[src/rtl/paddle_input.sv]
// Paddle input conditioner: synchronizes and debounces up/down/serve buttons,
// resolves up/down conflicts (last pressed wins) and emits a one-cycle serve pulse.
module paddle_input #(
  parameter int DEBOUNCE_CNT = 500000,
  parameter int CNT_W        = 19
) (
  input  logic clk,
  input  logic clr_n,
  input  logic btn_up,
  input  logic btn_down,
  input  logic btn_serve,
  output logic input_up,
  output logic input_down,
  output logic serve_pulse
);

  typedef enum logic [1:0] {
    ST_IDLE = 2'b00,
    ST_UP   = 2'b01,
    ST_DOWN = 2'b10
  } state_t;

  localparam int                 N_BTN       = 3;
  localparam logic [CNT_W-1:0]   LP_CNT_LAST = CNT_W'(DEBOUNCE_CNT - 1);

  // Bit order in all per-button vectors: [0]=up, [1]=down, [2]=serve
  logic [N_BTN-1:0] r_sync1;
  logic [N_BTN-1:0] r_sync2;
  logic [N_BTN-1:0] r_db;
  logic [N_BTN-1:0] r_db_q;
  logic [CNT_W-1:0] r_cnt [N_BTN];
  logic             r_serve_pulse;
  state_t           r_state;
  state_t           w_state_nxt;

  logic [N_BTN-1:0] w_rise;
  logic             w_up;
  logic             w_down;
  logic             w_rise_up;
  logic             w_rise_down;

  assign w_rise      = r_db & ~r_db_q;
  assign w_up        = r_db[0];
  assign w_down      = r_db[1];
  assign w_rise_up   = w_rise[0];
  assign w_rise_down = w_rise[1];

  // Any sample that matches the current level restarts the stability count
  always_ff @(posedge clk or negedge clr_n) begin
    if (!clr_n) begin
      r_sync1       <= '0;
      r_sync2       <= '0;
      r_db          <= '0;
      r_db_q        <= '0;
      r_serve_pulse <= 1'b0;
      for (int i = 0; i < N_BTN; i++) begin
        r_cnt[i] <= '0;
      end
    end else begin
      r_sync1       <= {btn_serve, btn_down, btn_up};
      r_sync2       <= r_sync1;
      r_db_q        <= r_db;
      r_serve_pulse <= w_rise[2];
      for (int i = 0; i < N_BTN; i++) begin
        if (r_sync2[i] != r_db[i]) begin
          if (r_cnt[i] == LP_CNT_LAST) begin
            r_db[i]  <= r_sync2[i];
            r_cnt[i] <= '0;
          end else begin
            r_cnt[i] <= r_cnt[i] + CNT_W'(1);
          end
        end else begin
          r_cnt[i] <= '0;
        end
      end
    end
  end

  always_ff @(posedge clk or negedge clr_n) begin
    if (!clr_n) begin
      r_state <= ST_IDLE;
    end else begin
      r_state <= w_state_nxt;
    end
  end

  // A fresh press of the opposite direction overrides a held direction
  always_comb begin
    w_state_nxt = r_state;
    case (r_state)
      ST_IDLE: begin
        if (w_up && !w_down) begin
          w_state_nxt = ST_UP;
        end else if (w_down && !w_up) begin
          w_state_nxt = ST_DOWN;
        end
      end
      ST_UP: begin
        if (w_rise_down || (!w_up && w_down)) begin
          w_state_nxt = ST_DOWN;
        end else if (!w_up && !w_down) begin
          w_state_nxt = ST_IDLE;
        end
      end
      ST_DOWN: begin
        if (w_rise_up || (!w_down && w_up)) begin
          w_state_nxt = ST_UP;
        end else if (!w_down && !w_up) begin
          w_state_nxt = ST_IDLE;
        end
      end
      default: w_state_nxt = ST_IDLE;
    endcase
  end

  assign input_up    = (r_state == ST_UP);
  assign input_down  = (r_state == ST_DOWN);
  assign serve_pulse = r_serve_pulse;

endmodule

[config.mk]
export PLATFORM = sky130hd
export DESIGN_NAME = paddle_input
export DESIGN_NICKNAME = d
export VERILOG_FILES = /design/src/rtl/paddle_input.sv
export SDC_FILE = /design/constraint.sdc
export NUM_CORES = 1
export LEC_CHECK = 0
export ABC_AREA = 0
export CORE_MARGIN = 8
export CORE_UTILIZATION = 61
export DETAILED_ROUTE_END_ITERATION = 7
export GPL_ROUTABILITY_DRIVEN = 1
export PLACE_DENSITY_LB_ADDON = 0.25
export SLEW_MARGIN = 20
export SYNTH_ARGS = -nofsm -noshare
export SYNTH_HDL_FRONTEND = slang
export SYNTH_SLANG_ARGS = --single-unit
[constraint.sdc]
create_clock -name clk -period 2.4 [get_ports clk]
set_input_delay 0.36 -clock clk [delete_from_list [all_inputs] [get_ports clk]]
set_output_delay 0.36 -clock clk [all_outputs]
set_load 0.005 [all_outputs]
* After elaboration in Yosys (flattened, before gate mapping)
Cells that the tools add are included.
W data, S select, Z words.
** Word-level totals
- Bits in registers :: 72
- Output and inout port bits :: 3
- Logic and storage cells :: 48
** Operators by class
- Add/sub/neg operators :: 3
- Equal/unequal tests :: 9
- Muxes and demuxes :: 12
- Bitwise gates (word level) :: 2
- Reductions and logical operators :: 11
** Operators with widths (number)
- $mux W19 :: 6
- $add A19 B1 Y19 const B :: 3
- $eq A19 B19 Y1 const B :: 3
- $mux W2 :: 5
- $pmux W2 S3 :: 1
- $reduce_and A2 Y1 :: 3
- $and A3 B3 Y3 :: 1
- $logic_and A1 B1 Y1 :: 3
- $ne A1 B1 Y1 :: 3
- $ne A3 B3 Y1 const B :: 1
- $not A3 Y3 :: 1
- $eq A2 B1 Y1 const B :: 1
- $eq A2 B2 Y1 const B :: 1
- $logic_not A1 Y1 :: 2
- $logic_not A2 Y1 :: 1
- $logic_or A1 B1 Y1 :: 2

* Logic depth before layout (Yosys ltp)
- Depth after elaboration :: 5
- Depth in mapped cells :: 6
- Depth with buffers taken out :: 5

* Worst setup path before layout
No wires, ideal clock.
- Kind :: register to register
- Start point :: register r_cnt[12] (netlist bit)
- End point :: register r_db[2]
- Setup time :: 0.125 ns
- Arrival time :: 1.882 ns
- Setup slack :: 0.393 ns
- Stages on the path, launching flop included :: 5
- Buffers on the path :: 0
- Cells stage by stage :: dfrtp_1 or4_1 or4_4 nor2_1 mux2_2
** Between the ends
- Word-level cells in the longest chain between the ends :: 2
** RTL lines
- start, declared :: line 31 : logic [CNT_W-1:0] r_cnt [N_BTN];
- start signal, assigned by index :: line 70 : r_cnt[i] <= r_cnt[i] + CNT_W'(1);
- $eq A19 B19 Y1 :: line 66 : if (r_cnt[i] == LP_CNT_LAST) begin
- $reduce_and A2 Y1 (no source line)
- end signal, assigned by index :: line 67 : r_db[i] <= r_sync2[i];
- end, declared :: line 29 : logic [N_BTN-1:0] r_db;
Every way passes these cells.
A chain may end at the register's enable or synchronous reset.

* Worst setup path after layout
- Start point :: register r_cnt[12] (netlist bit)
- End point :: register r_cnt[14] (netlist bit)
** Between the ends
- Word-level cells in the longest chain between the ends :: 3
- Elaborated cells on any way between the ends :: 4
- Classes of those cells :: add/sub (1); eq/ne (1); mux (2)
** RTL lines
- $add A19 B1 Y19 or $eq A19 B19 Y1 (tied branches) :: line 70, 66
- $mux W19 (*) :: line 66
- $mux W19 (*) :: line 65 : if (r_sync2[i] != r_db[i]) begin
Mark *: on every way between the ends. The rest lies on a longest branch, timed or not.

==> out/metrics.yaml <==
status: "finished clean"
finalClockSkew_ns: 0.00721
min_path_type: "in2async"
drt_first_pass_iters: 4
place.gp.congestion: 0.867
cp.required_ns: 2.61
ir_drop_v: 0.000473
path_class: "reg2reg"
clk_pin_slew_ns: 0.08
p_leak_nw: 1.50
syn_area_mm2: 0.00341
crit_path_max_fanout: 18
timing.hold.ws_ns: 0.0119
cts_made_buffers: 9
grt_max_degree: 73
core_area_mm2: 0.00544
hold_buffers: 0
setup_viol: 0
cts-root-buf: "clkbuf_8"
die_y_um: 90.8
drc: 0
rsz0062_at_grt: "false"
die_x_um: 90.8
synth_cells: 335
syn2layout_area_growth_pct: 11.8
yosys_warnings: 0
yosysSeqAreaShare_pct: 52.8
fill_cells: 405
synth_area_per_cell_um2: 10.2
grt_pass1_wl_mm: 10.9
relSlewSlack_pct: 69.5
routed_wl_mm: 6.03
drt_iter0_markers: 111
slew_violations: 0
die_area_mm2: 0.00824
wl_per_cell_um: 14.1
synth_edf_count: 0
final_util_pct: 70.1
vias: 2434
htreeDepth: 3
tightest_slew_ns: 0.456
cp-start-kind: "flip-flop"
final_hold_viol_count: 0
cts_resized: 0
yosysTopAreaCellShare_pct: 52.8
worst_path_max_delay_cell: "or4_1"
synthMostInstantiatedCell: "dfrtp_1"
hpwlAfterDp_mm: 4.01
overflow: 0
worst-path-buf-inv: 0
postCtsSetupBuffers: 0
port-buffer-count: 7
finalNetCount: 363
cts_tree: "done"
setup_tns_ns: 0
synth_cell_types: 41
drv_cap: 0
row_count: 27
clockBufferDepth: 2
antenna_found_initial: 0
arrival_ns: 2.37
insertion_delay_ns: 0.35
power_density_mw_per_mm2: 645
yosys-top-cells-count: "dfrtp_1 (72), nor2_1 (55), xnor2_1 (30)"
ant_nets: 0
ys_seq_elements: 72
crit_family: "simple AND/OR/NAND/NOR gates"
max_freq_ghz: 0.463
synth_top_area_cell: "dfrtp_1"
critical-path-max-stage-delay_ns: 0.55
syn_nets: 346
cts.sinks: 72
fin_crit_ns: 2.16
first_global_vias: 2401
grt_usage_pct: 16.0
fin_crit_sh_pct: 90.0
crit_path_cell_trace: "or4_1 -> or4_4 -> o21ai_4 -> nor2_1"
via_per_inst: 5.69
endpoint_kind: "flip-flop"
ys_top_cells_by_area: "dfrtp_1 (53%), xnor2_1 (7.7%), nor2_1 (6.1%), xor2_1 (2.8%), nand3_1 (2.3%)"
synth_ff_type: "dfrtp_1"
antenna_cells: 0
drive_gt1_share_pct: 9.27
ioPinCount: 8
ys_async_sr_fraction_pct: 100
start_util_pct: 62.7
==> layout make-up <==
class | instances | area [µm²] | area share (%)
clock buffers | 10 | 128 | 3.35
clock inverters | 5 | 106 | 2.79
inverters | 16 | 60.1 | 1.58
multi-input cells | 242 | 1520 | 39.8
flip-flops and latches | 72 | 1800 | 47.3
well taps | 72 | 90.1 | 2.36
repair buffers | 11 | 108 | 2.82
==> flip-flops by register name (all words and copies together), names as in the netlist <==
register     flops
r_db             3
r_sync2          3
serve_pulse      1
r_sync1          3
r_cnt           57
r_state          2
r_db_q           3
==> power breakdown <==
part / internal, mW / switching (mW)
Combinational: 0.0249 / 0.0533
Sequential: 1.23 / 0.0169
Clock: 0.687 / 0.445
Total: 1.94 / 0.515
==> cell usage in the layout (no fill, tap or decap), drive strengths merged, types with 2 or more instances in the layout <==
cell type	n
or2	2
bufinv	3
dfrtp	72
ha	6
nand3b	2
nand4	12
clkdlybuf4s50	6
nand3	19
o21ai	12
o31ai	4
nand2	17
a21oi	15
and4	2
mux2	3
or4	8
xnor2	30
clkbuf	10
or4b	3
nor4	12
xor2	11
buf	5
nor3	8
or3	11
nor2	55
inv	16
nor2b	3
==> stage by stage <==
step	instances	instance area [µm²]	worst slack [ns]	power [mW]
after floorplan	335	3410	0.393	1.31
after global placement	413	3580	0.309	1.35
after detailed placement	413	3580	0.247	1.35
after CTS	428	3810	0.235	2.48
after global routing	428	3810	0.106	2.54
final	428	3810	0.239	2.46
==> kinds of logic (layout without fill, tap and decap cells) <==
| group | Yosys count | in the layout | synth area share (%) |
|---|---|---|---|
| adder cells (fa/ha/maj) | 6 | 6 | 2.20 |
| flip-flops | 72 | 72 | 52.8 |
| AO/OA/AOI/OAI | 33 | 33 | 5.80 |
| buffers and inverters | 21 | 42 | 2.64 |
| XOR/XNOR | 41 | 41 | 10.5 |
| multiplexers | 4 | 4 | 1.28 |
| AND/OR/NAND/NOR | 158 | 158 | 24.7 |
==> metal layers <==
layer	track usage [%]	up-vias	wire length (µm)
met4	7.91	0	127
met5	0	-	0
met1	19.9	1183	2710
li1	-	1208	-
met2	25.8	33	2980
met3	3.66	10	214
==> worst paths after layout <==
check | startpoint | endpoint | slack, ns | depth (start not counted)
worst max-delay path | r_cnt[12]$_DFF_PN0_ | r_cnt[14]$_DFF_PN0_ | 0.24 | 4
worst min-delay path | clr_n | r_cnt[32]$_DFF_PN0_ | 0.01 | 2
worst max register to register | r_cnt[12]$_DFF_PN0_ | r_cnt[14]$_DFF_PN0_ | 0.24 | 4
worst min register to register | r_sync1[2]$_DFF_PN0_ | r_sync2[2]$_DFF_PN0_ | 0.35 | 0
max in group asynchronous | clr_n | r_cnt[3]$_DFF_PN0_ | 2.06 | 2
min in group clk | r_sync1[2]$_DFF_PN0_ | r_sync2[2]$_DFF_PN0_ | 0.35 | 0
No activity file was read; power rests on OpenSTA's default activity.
